==> config.mk <==
export PLATFORM = sky130hd
export DESIGN_NAME = bist_controller
export DESIGN_NICKNAME = d
export VERILOG_FILES = /design/src/rtl/bist_controller.sv
export SDC_FILE = /design/constraint.sdc
export NUM_CORES = 1
export LEC_CHECK = 0
export BUFFER_PORTS_ARGS = -buffer_cell sky130_fd_sc_hd__buf_2
export CAP_MARGIN = 40
export CORE_MARGIN = 2
export CORE_UTILIZATION = 51
export CTS_CLUSTER_DIAMETER = 80
export DETAILED_ROUTE_END_ITERATION = 8
export PLACE_DENSITY = 0.76
export RECOVER_POWER = 25
export SLEW_MARGIN = 20
export SYNTH_ARGS = -nofsm -noshare
export SYNTH_HDL_FRONTEND = slang
export SYNTH_SLANG_ARGS = --single-unit
export TNS_END_PERCENT = 5
==> constraint.sdc <==
create_clock -name clk -period 1.5 [get_ports clk]
set_input_delay 0.3 -clock clk [delete_from_list [all_inputs] [get_ports clk]]
set_output_delay 0.3 -clock clk [all_outputs]
set_load 0.05 [all_outputs]
==> src/rtl/bist_controller.sv <==
// ---------------------------------------------------------------------------
// bist_controller
//
// Runs one built-in self-test session per start request. It steps a pattern
// counter through N_PATTERNS values and folds the single-bit response of the
// circuit under test into a 4-bit signature register. It then compares the
// signature against GOLDEN and holds the verdict until the next start or rst.
//
// Optional feature: define BIST_ABORT_EN to add an 'abort' input. When abort
// is high in INIT, RUN or COMPARE, the active session is dropped and the FSM
// returns to IDLE without a result.
// ---------------------------------------------------------------------------
module bist_controller #(
   parameter int         PAT_W      = 4,
   parameter int         N_PATTERNS = 16,
   parameter logic [3:0] GOLDEN     = 4'h9
) (
   input  logic             clk,
   input  logic             rst,
   input  logic             start,
`ifdef BIST_ABORT_EN
   input  logic             abort,
`endif
   input  logic             dut_resp,
   output logic [PAT_W-1:0] pattern,
   output logic             pattern_valid,
   output logic             busy,
   output logic             done,
   output logic             pass,
   output logic [3:0]       signature
);

   typedef enum logic [2:0] {
      S_IDLE    = 3'd0,
      S_INIT    = 3'd1,
      S_RUN     = 3'd2,
      S_COMPARE = 3'd3,
      S_DONE    = 3'd4
   } state_t;

   localparam logic [PAT_W-1:0] LAST_PAT = PAT_W'(N_PATTERNS - 1);
   localparam logic [3:0]       SIG_SEED = 4'b0001;

   state_t           r_state;
   logic [PAT_W-1:0] r_cnt;
   logic [3:0]       r_sig;
   logic             r_pattern_valid;
   logic             r_busy;
   logic             r_done;
   logic             r_pass;

   logic             w_last;
   logic             w_abort;

   assign w_last = (r_cnt == LAST_PAT);

`ifdef BIST_ABORT_EN
   assign w_abort = abort;
`else
   assign w_abort = 1'b0;
`endif

   // Session FSM with registered status outputs; the counter is parked at 0
   // outside RUN so it can drive the pattern port directly.
   always_ff @(posedge clk) begin
      // NOTE: every state register uses non-blocking assignment so all of
      // them update together from the values that held before the edge.
      if (rst) begin
         r_state         <= S_IDLE;
         r_cnt           <= '0;
         r_sig           <= SIG_SEED;
         r_pattern_valid <= 1'b0;
         r_busy          <= 1'b0;
         r_done          <= 1'b0;
         r_pass          <= 1'b0;
      end else if (w_abort && r_busy) begin
         // An abort drops the session without a result. r_busy is high only
         // in INIT, RUN and COMPARE.
         r_state         <= S_IDLE;
         r_cnt           <= '0;
         r_pattern_valid <= 1'b0;
         r_busy          <= 1'b0;
         r_done          <= 1'b0;
         r_pass          <= 1'b0;
      end else begin
         case (r_state)
            S_IDLE, S_DONE: begin
               if (start) begin
                  r_state <= S_INIT;
                  r_busy  <= 1'b1;
                  r_done  <= 1'b0;
                  r_pass  <= 1'b0;
               end
            end
            S_INIT: begin
               r_cnt           <= '0;
               r_sig           <= SIG_SEED;
               r_pattern_valid <= 1'b1;
               r_state         <= S_RUN;
            end
            S_RUN: begin
               r_sig <= {r_sig[2:0], r_sig[1] ^ dut_resp};
               if (w_last) begin
                  // The last pattern has been applied. Stop instead of wrapping.
                  r_cnt           <= '0;
                  r_pattern_valid <= 1'b0;
                  r_state         <= S_COMPARE;
               end else begin
                  r_cnt <= r_cnt + 1'b1;
               end
            end
            S_COMPARE: begin
               r_pass  <= (r_sig == GOLDEN);
               r_done  <= 1'b1;
               r_busy  <= 1'b0;
               r_state <= S_DONE;
            end
            default: begin
               r_state <= S_IDLE;
            end
         endcase
      end
   end

   assign pattern       = r_cnt;
   assign pattern_valid = r_pattern_valid;
   assign busy          = r_busy;
   assign done          = r_done;
   assign pass          = r_pass;
   assign signature     = r_sig;

endmodule

==> results of run 1 <==
[worst max path at each step]
stage	startpoint	end	slack (ns)	depth (start not counted)
final	r_state[1]	pass	0.13	4
after global routing	r_state[1]	pass	0.08	4
after CTS	signature[1]	signature[1]	0.17	1
after detailed placement	r_state[1]	pass	0.19	4
after global placement	r_state[1]	pass	0.26	4
after floorplan	pattern[1]	pattern[1]	0.05	4
[routing by layer]
| metal | GRT usage [%] | vias to the layer above | part of all wire, % |
|---|---|---|---|
| met4 | 13.1 | 0 | 2.9 |
| met3 | 3.02 | 5 | 3.6 |
| li1 | - | 354 | - |
| met2 | 32.2 | 18 | 46 |
| met1 | 24.9 | 320 | 47 |
| met5 | 0 | - | 0 |
[power groups by stage]
stage          Combinational, mW  Sequential (mW)  Clock, mW
6_report                   0.164            0.446      0.239
5_1_grt                    0.178            0.451      0.263
4_1_cts                    0.164            0.446      0.244
3_5_place_dp               0.163            0.455          0
3_3_place_gp               0.162            0.454          0
2_1_floorplan             0.0878            0.494          0
[area by class of cell]
class	count	area (um2)
clock buffer	4	26.3
fill	126	487
inverter	1	3.75
multi-input combinational	68	408
sequential	15	300
tap	15	18.8
timing repair buffer	17	90.1
[state kept, by name, summed over array words and instances (netlist names)]
| signal | flops |
|---|---|
| pattern_valid | 1 |
| pattern | 4 |
| pass | 1 |
| busy | 1 |
| r_state | 3 |
| done | 1 |
| signature | 4 |
[cell usage in the layout (no fill, tap or decap), types with 2 or more instances in the layout]
master,n
a211oi_1,2
a21oi_1,12
and2_1,2
and3b_1,4
buf_2,13
buf_4,2
clkbuf_2,2
clkbuf_4,3
dfxtp_1,15
nand2_1,5
nand2b_1,2
nand3_1,2
nand4_1,2
nor2_1,6
nor2b_1,4
nor4b_1,2
o21ai_0,12
[metrics by stage]
stage / cell area, um2 / util [%] / setup WS (ns) / hold slack [ns]
2_1_floorplan: 741 / - / 0.0478 / 0.373
3_3_place_gp: 821 / 61.5 / 0.265 / 0.460
3_5_place_dp: 821 / 61.5 / 0.193 / 0.473
4_1_cts: 847 / 63.5 / 0.172 / 0.336
5_1_grt: 847 / 63.5 / 0.0829 / 0.360
6_report: 847 / 63.5 / 0.126 / 0.356
[logic make-up after synthesis]
logic type	after synthesis	share of synthesized area, %
buffers and inverters	6	4.39
adder cells (fa/ha/maj)	1	1.69
XOR/XNOR	2	2.37
flip-flops	15	40.5
AO/OA/AOI/OAI	30	22.0
AND/OR/NAND/NOR	35	29.1
[worst max-delay path, delay by kind of cell (launching register included)]
family / cells / cell delay, ns
buffers and inverters: 1 / 0.24
AO/OA/AOI/OAI: 1 / 0.21
AND/OR/NAND/NOR: 2 / 0.36
flip-flops: 1 / 0.49
==> metrics.cfg, run 1 <==
[status]
status = completed

[sta]
fin_skew_ns = 0.00374
period_needed_ns = 1.37
timing.final.crit_share_pct = 91.6
max_freq_ghz = 0.728
tightest_slew_ns = 0.412
slew_headroom_pct = 72.5
hold_viol = 0
drv_slew = 0
setup_tns_ns = 0
setup_viol = 0
rsz0062_at_grt = no

[finish]
final_cells = 120
layout-drive-gt1-share_pct = 20.0
fin_nets = 111
area_growth_pct = 14.4
num_antenna_cells = 0

[synth]
synthCells = 89
synth_most_common_cell = dfxtp_1
yosysSeqAreaShare_pct = 40.5
synthTopCellsByArea = dfxtp_1, a21oi_1, o21ai_0
synth_edf_count = 0
ys_top_cells_by_count = dfxtp_1, a21oi_1, o21ai_0
syn_nets = 94
ys_warn_count = 0
synthDistinctLibCells = 30
netlist_area_um2 = 741
yosysTopAreaCellShare_pct = 40.5
avgSynthCellArea_um2 = 8.32
synthFlopType = dfxtp_1
async_flop_share_pct = 0
synth_seq_cells = 15
synth_area_leader_cell = dfxtp_1

[setup_path]
r2r-end = pass
r2r_start = r_state[1]
crit_slowest_cell = dfxtp_1
critical_path_class = flip-flop to flip-flop
worstPathArrival_ns = 1.58
r2r_setup_slack_ns = 0.13
cp.required_ns = 1.71
critical_path.endpoint_type = flip-flop
cp_max_fo = 13
slowest_delay_ns = 0.49
path_cells = buf_4, nor2b_1, nand4_1, a211oi_1
reg2reg_depth = 4
cp-start-kind = flip-flop

[pwr]
ir_drop_mv = 0.501
clkPwrFrac_pct = 28.2
cellPowerDensity_mw_per_mm2 = 1000
total_leakage_power_nw = 0.359
p_total_mw = 0.849
p_int_mw = 0.574
p_seq_share_pct = 52.5
switching_share_pct = 32.3
pwr-share-comb_pct = 19.3
switchingPower_mw = 0.274

[drt]
drt_iter0_drc = 5
routedWlPerCell_um = 13.3
routed_wl_um = 1600
vias_per_cell = 5.81
ant_nets = 0
drt_drc_violations_left = 0
firstDrtPassIters = 4
dr_total_vias = 697

[clock_tree]
ctsResizeCount = 0
cts_buffer_depth = 2
postCtsSetupRepairBufs = 0
clock_latency_ns = 0.29
cts_hold_buffers = 0
clock-root-buffer = clkbuf_4
clock-sinks = 15
htree_levels = 1
tritoncts = built
clk_pin_slew_ns = 0.09
cts-buffers-inserted = 3

[global_route]
overflow = 0
grt_max_degree = 16
track_usage_pct = 20.1
grt_pass1_wl_um = 2730
grt_pass1_vias = 623
antenna_found_initial = 0

[min_path]
hold_path_class = primary input to flip-flop
hold_depth = 4
min_to = r_state[2]
holdCritStartpoint = start

[floorplan]
core_mm2 = 0.00133
fp.dieArea_mm2 = 0.00177
rows = 13
pin_count = 16
start_util_pct = 55.5
die_y_um = 42.1
die_x_um = 42.1

[job]
cap_violations = 0

[placed_design]
io_buffer_count = 15
globalplace.congestion = 0.752
placedCellCount = 116
hpwl_um = 1120

(Power assumes the default switching activity.)
==> run 2: changes to the inputs <==
--- a/config.mk
+++ b/config.mk
@@ -11,6 +11,7 @@
 export CORE_UTILIZATION = 51
 export CTS_CLUSTER_DIAMETER = 80
 export DETAILED_ROUTE_END_ITERATION = 8
+export GPL_TIMING_DRIVEN = 0
 export PLACE_DENSITY = 0.76
 export RECOVER_POWER = 25
 export SLEW_MARGIN = 20
==> run 2 against run 1 <==
First-iteration DRC count rose by 100%. Worst setup slack improved by 0.059 ns. Power rose by 0.91%. Die area did not move. Clock power barely moved. Critical path type is now flip-flop to output pin.
==> metrics.cfg, run 2 (synthesized netlist as in run 1, its figures left out) <==
[status]
status = completed

[setup_path]
cp-start-kind = flip-flop
cp.required_ns = 1.20  ; -0.51 ns
path_cells = buf_2
slowest_delay_ns = 0.43  ; -0.06 ns
critical_path_class = flip-flop to output pin
path_buf_inv = 1  ; unchanged
critical_path.endpoint_type = output pin
crit_family = flip-flops
worstPathArrival_ns = 1.01  ; -0.57 ns
crit_slowest_cell = dfxtp_1
cp_max_fo = 6  ; -7

[clock_tree]
clk_pin_slew_ns = 0.10  ; about the same
clock-sinks = 15  ; unchanged
ctsResizeCount = 0  ; unchanged
clock-root-buffer = clkbuf_4
cts_buffer_depth = 2  ; unchanged
clock_latency_ns = 0.29  ; about the same
htree_levels = 1  ; unchanged
cts_hold_buffers = 0  ; unchanged
tritoncts = built
postCtsSetupRepairBufs = 0  ; unchanged
cts-buffers-inserted = 3  ; unchanged

[global_route]
grt_pass1_wl_um = 2840  ; +4.0%
overflow = 0  ; unchanged
antenna_found_initial = 0  ; unchanged
grt_max_degree = 11  ; -5
grt_pass1_vias = 643  ; +3.2%
track_usage_pct = 20.9  ; +0.79 points

[sta]
drv_slew = 0  ; unchanged
timing.final.crit_share_pct = 87.6  ; -4.0 points
fin_skew_ns = 0.00489  ; +0.00115 ns
period_needed_ns = 1.31  ; -0.0593 ns
rsz0062_at_grt = no
slew_headroom_pct = 69.3  ; -3.2 points
setup_tns_ns = 0  ; unchanged
setup_viol = 0  ; unchanged
tightest_slew_ns = 0.460  ; +0.0479 ns
hold_viol = 0  ; unchanged
max_freq_ghz = 0.761  ; +4.5%

[finish]
n_fill_cell = 136  ; +7.9%
fin_nets = 114  ; +2.7%
num_antenna_cells = 0  ; unchanged
layout-drive-gt1-share_pct = 21.3  ; +1.3 points
final_cell_mix = buf_2, dfxtp_1, o21ai_0, a21oi_1, nor2_1
area_growth_pct = 16.4
fin_area_um2 = 862  ; +1.8%
post-route-util_pct = 64.6  ; +1.1 points

[drt]
firstDrtPassIters = 4  ; unchanged
vias_per_cell = 5.85  ; +0.64%
routed_wl_um = 1630  ; +2.0%
routedWlPerCell_um = 13.2  ; -0.48%
drt_drc_violations_left = 0  ; unchanged
ant_nets = 0  ; unchanged
dr_total_vias = 719  ; +3.2%
drt_iter0_drc = 10  ; +5

[floorplan]
die_y_um = 42.1  ; unchanged
die_x_um = 42.1  ; unchanged
start_util_pct = 55.5  ; unchanged
pin_count = 16  ; unchanged
rows = 13  ; unchanged
core_mm2 = 0.00133  ; unchanged
fp.dieArea_mm2 = 0.00177  ; unchanged

[pwr]
ir_drop_mv = 0.590  ; +18%
p_seq_share_pct = 50.9  ; -1.6 points
total_leakage_power_nw = 0.370  ; +2.9%
p_int_mw = 0.575  ; +0.12%
clkPwrFrac_pct = 27.9  ; -0.3 points
switching_share_pct = 32.8  ; +0.53 points
cellPowerDensity_mw_per_mm2 = 993  ; -0.85%
pwr-share-comb_pct = 21.1  ; +1.8 points
switchingPower_mw = 0.281  ; +2.6%

[placed_design]
hpwl_um = 1140  ; +1.7%
globalplace.congestion = 0.730  ; -2.9%
io_buffer_count = 15  ; unchanged
dpl_cell_area_um2 = 835  ; +1.7%

[min_path]
hold_path_class = primary input to flip-flop

[job]
cap_violations = 0  ; unchanged

run 2: changes by cell type in the layout (fill, tap and decap cells not counted), sizes merged:
cell    before  now
clkbuf       6    7
clkinv       0    1
buf         15   16
run 2: layer usage:
layer  vias to the layer above  GRT usage [%]  part of all wire (%)
li1                        360              -                     -
met1                       334           26.2                    47
met2                        18           34.4                    46
met3                         7           4.31                   4.2
met4                         0           9.38                   2.3
met5                         -              0                     0
run 2: layout make-up:
class	instances	area [um2]	area share, %
clock buffers	3	22.5	2.61
plain buffers	5	28.8	3.34
clock inverters	1	5.00	0.581
inverters	1	3.75	0.435
repair buffers	15	75.1	8.71
flip-flops and latches	15	300	34.8
well taps	15	18.8	2.18
multi-input cells	68	408	47.3
run 2: power groups by stage:
stage          registers (mW)  clock network, mW  logic (mW)
4_1_cts                 0.436              0.243       0.182
5_1_grt                 0.440              0.261       0.196
6_report                0.436              0.239       0.181
3_5_place_dp            0.445                  0       0.180
3_3_place_gp            0.444                  0       0.179
2_1_floorplan           0.494                  0      0.0878
run 2: path summary, 6_finish.rpt:
kind | start | end | slack, ns | cells past startpoint
max | signature[1] | signature[1] | 0.19 | 1
max reg2reg | r_state[0] | pattern[1] | 0.21 | 4
min | rst | pattern_valid | 0.24 | 2
min reg2reg | done | done | 0.49 | 2
run 2: worst register-to-register path: cells and delay by family, from the launching register on:
family | cells | cell delay [ns]
AOI/OAI and AO/OA | 2 | 0.41
and+or+nand+nor | 1 | 0.08
buffers and inverters | 1 | 0.35
DFF | 1 | 0.39
run 2: through the flow:
| stage | power, mW | worst slack [ns] | hold slack [ns] | instances |
|---|---|---|---|---|
| finish | 0.856 | 0.185 | 0.238 | 123 |
| global route | 0.897 | 0.0846 | 0.255 | 123 |
| CTS | 0.861 | 0.178 | 0.237 | 123 |
| detailed placement | 0.626 | 0.249 | 0.468 | 119 |
| global placement | 0.623 | 0.260 | 0.457 | 119 |
| floorplan | 0.582 | 0.0478 | 0.373 | 89 |
==> run 3: changes to the inputs <==
--- a/config.mk
+++ b/config.mk
@@ -9,7 +9,9 @@
 export CAP_MARGIN = 40
 export CORE_MARGIN = 2
 export CORE_UTILIZATION = 51
+export CTS_BUF_LIST = sky130_fd_sc_hd__clkbuf_16
 export CTS_CLUSTER_DIAMETER = 80
+export CTS_CLUSTER_SIZE = 20
 export DETAILED_ROUTE_END_ITERATION = 8
 export GPL_TIMING_DRIVEN = 0
 export PLACE_DENSITY = 0.76
==> run 3 against run 2 <==
Clock power increased by 120%. Clock-buffer cell count unchanged. Wire length increased by 3.0%. Via count down 1.5%. Power is 33% higher. Critical endpoint is now pass. Largest cell class unchanged.
==> metrics.cfg, run 3 (synthesized netlist as in run 1, its figures left out) <==
[sta]
drv_slew = 0  ; unchanged
hold_viol = 0  ; unchanged
setup_viol = 0  ; unchanged
rsz0062_at_grt = no
max_freq_ghz = 0.727  ; -4.5%
setup_tns_ns = 0  ; unchanged
period_needed_ns = 1.38  ; +0.0616 ns
tightest_slew_ns = 0.590  ; +0.130 ns
fin_skew_ns = 0.000929  ; -0.00396 ns
slew_headroom_pct = 60.9  ; -8.5 points
timing.final.crit_share_pct = 91.8  ; +4.1 points

[global_route]
grt_max_degree = 11  ; unchanged
overflow = 0  ; unchanged
track_usage_pct = 21.0  ; +0.11 points
grt_pass1_vias = 660  ; +2.6%
grt_pass1_wl_um = 2880  ; +1.7%
antenna_found_initial = 0  ; unchanged

[clock_tree]
tritoncts = built
clock_latency_ns = 0.25  ; -0.04 ns
clk_pin_slew_ns = 0.05  ; -0.05 ns
clock-root-buffer = clkbuf_16
clock-sinks = 15  ; unchanged
postCtsSetupRepairBufs = 0  ; unchanged
cts_hold_buffers = 0  ; unchanged
cts-buffers-inserted = 3  ; unchanged
htree_levels = 1  ; unchanged
cts_buffer_depth = 2  ; unchanged
ctsResizeCount = 0  ; unchanged

[floorplan]
fp.dieArea_mm2 = 0.00177  ; unchanged
die_x_um = 42.1  ; unchanged
core_mm2 = 0.00133  ; unchanged
pin_count = 16  ; unchanged
rows = 13  ; unchanged
die_y_um = 42.1  ; unchanged
start_util_pct = 55.5  ; unchanged

[setup_path]
cp-start-kind = flip-flop
slowest_delay_ns = 0.48  ; +0.05 ns
r2r_start = r_state[0]
path_cells = clkbuf_1
cp.required_ns = 1.20  ; about the same
startpoint = pass
crit_slowest_cell = clkbuf_1
critical_path_class = flip-flop to output pin
crit_family = buffers and inverters
worstPathArrival_ns = 1.08  ; +0.07 ns
path_buf_inv = 1  ; unchanged
critical_path.endpoint_type = output pin
cp_max_fo = 3  ; -3

[pwr]
ir_drop_mv = 0.598  ; +1.3%
p_total_mw = 1.14  ; +33%
cellPowerDensity_mw_per_mm2 = 1250  ; +26%
total_leakage_power_nw = 0.382  ; +3.4%

[drt]
routedWlPerCell_um = 13.6  ; +3.0%
routed_wl_um = 1680  ; +3.0%
firstDrtPassIters = 4  ; unchanged
drt_drc_violations_left = 0  ; unchanged
dr_total_vias = 708  ; -1.5%
vias_per_cell = 5.76  ; -1.5%
drt_iter0_drc = 18  ; +8
ant_nets = 0  ; unchanged

[finish]
final_cells = 123  ; unchanged
post-route-util_pct = 68.3  ; +3.7 points
area_growth_pct = 23.0
layout-drive-gt1-share_pct = 18.5  ; -2.8 points
fin_nets = 114  ; unchanged
num_antenna_cells = 0  ; unchanged
final_cell_mix = dfxtp_1, buf_2, o21ai_0, a21oi_1, nor2_1
final_common_cell = dfxtp_1

[placed_design]
placedCellCount = 119  ; unchanged
io_buffer_count = 15  ; unchanged
globalplace.congestion = 0.730  ; unchanged
hpwl_um = 1140  ; unchanged

[min_path]
hold_path_class = primary input to flip-flop
holdCritStartpoint = rst

[job]
cap_violations = 0  ; unchanged

[status]
status = completed

==> run 3: changes by cell type in the layout (fill, tap and decap cells not counted) <==
| cell | previous run | this run |
|---|---|---|
| clkbuf_4 | 3 | 0 |
| clkbuf_1 | 2 | 5 |
| clkbuf_2 | 2 | 1 |
| and2_0 | 1 | 0 |
| and2_1 | 1 | 2 |
| clkbuf_16 | 0 | 3 |
| buf_2 | 15 | 13 |
==> run 3: stage by stage <==
stage | cell area [um2] | hold WS [ns] | setup slack [ns]
finish | 911 | 0.304 | 0.124
global route | 911 | 0.315 | 0.0668
CTS | 915 | 0.300 | 0.223
detailed placement | 835 | 0.468 | 0.249
global placement | 835 | 0.457 | 0.260
floorplan | 741 | 0.373 | 0.0478
==> run 3: area by class of cell <==
class	count	area, um2
multi-input cells	68	408
fillers	126	423
plain buffers	5	28.8
clock buffers	3	75.1
flip-flops and latches	15	300
inverters	1	3.75
repair buffers	15	71.3
well taps	15	18.8
clock inverters	1	5.00
==> run 3: final timing paths <==
path | end | slack, ns | cells past startpoint
min | pattern_valid | 0.30 | 2
min reg2reg | busy | 0.48 | 2
max | pass | 0.12 | 1
max reg2reg | signature[3] | 0.22 | 4
==> run 3: power breakdown <==
part | internal, mW | switching [mW] | total [mW]
clock | 0.356 | 0.168 | 0.525
combinational | 0.0559 | 0.124 | 0.180
sequential | 0.420 | 0.0183 | 0.438
total | 0.832 | 0.311 | 1.14
==> run 3: worst register-to-register path: stages (launching register included) <==
cell and delay, ns:
dfxtp_1 0.37, clkbuf_1 0.36, a21o_1 0.27, nand2_1 0.08, a21oi_1 0.13
==> run 3: per-layer routing <==
metal	up-vias	share of wire (%)	global-route usage [%]
met5	-	0	0
met4	0	2.0	10.0
met3	5	3.3	4.31
met2	16	46	35.6
met1	332	48	25.2
li1	355	-	-
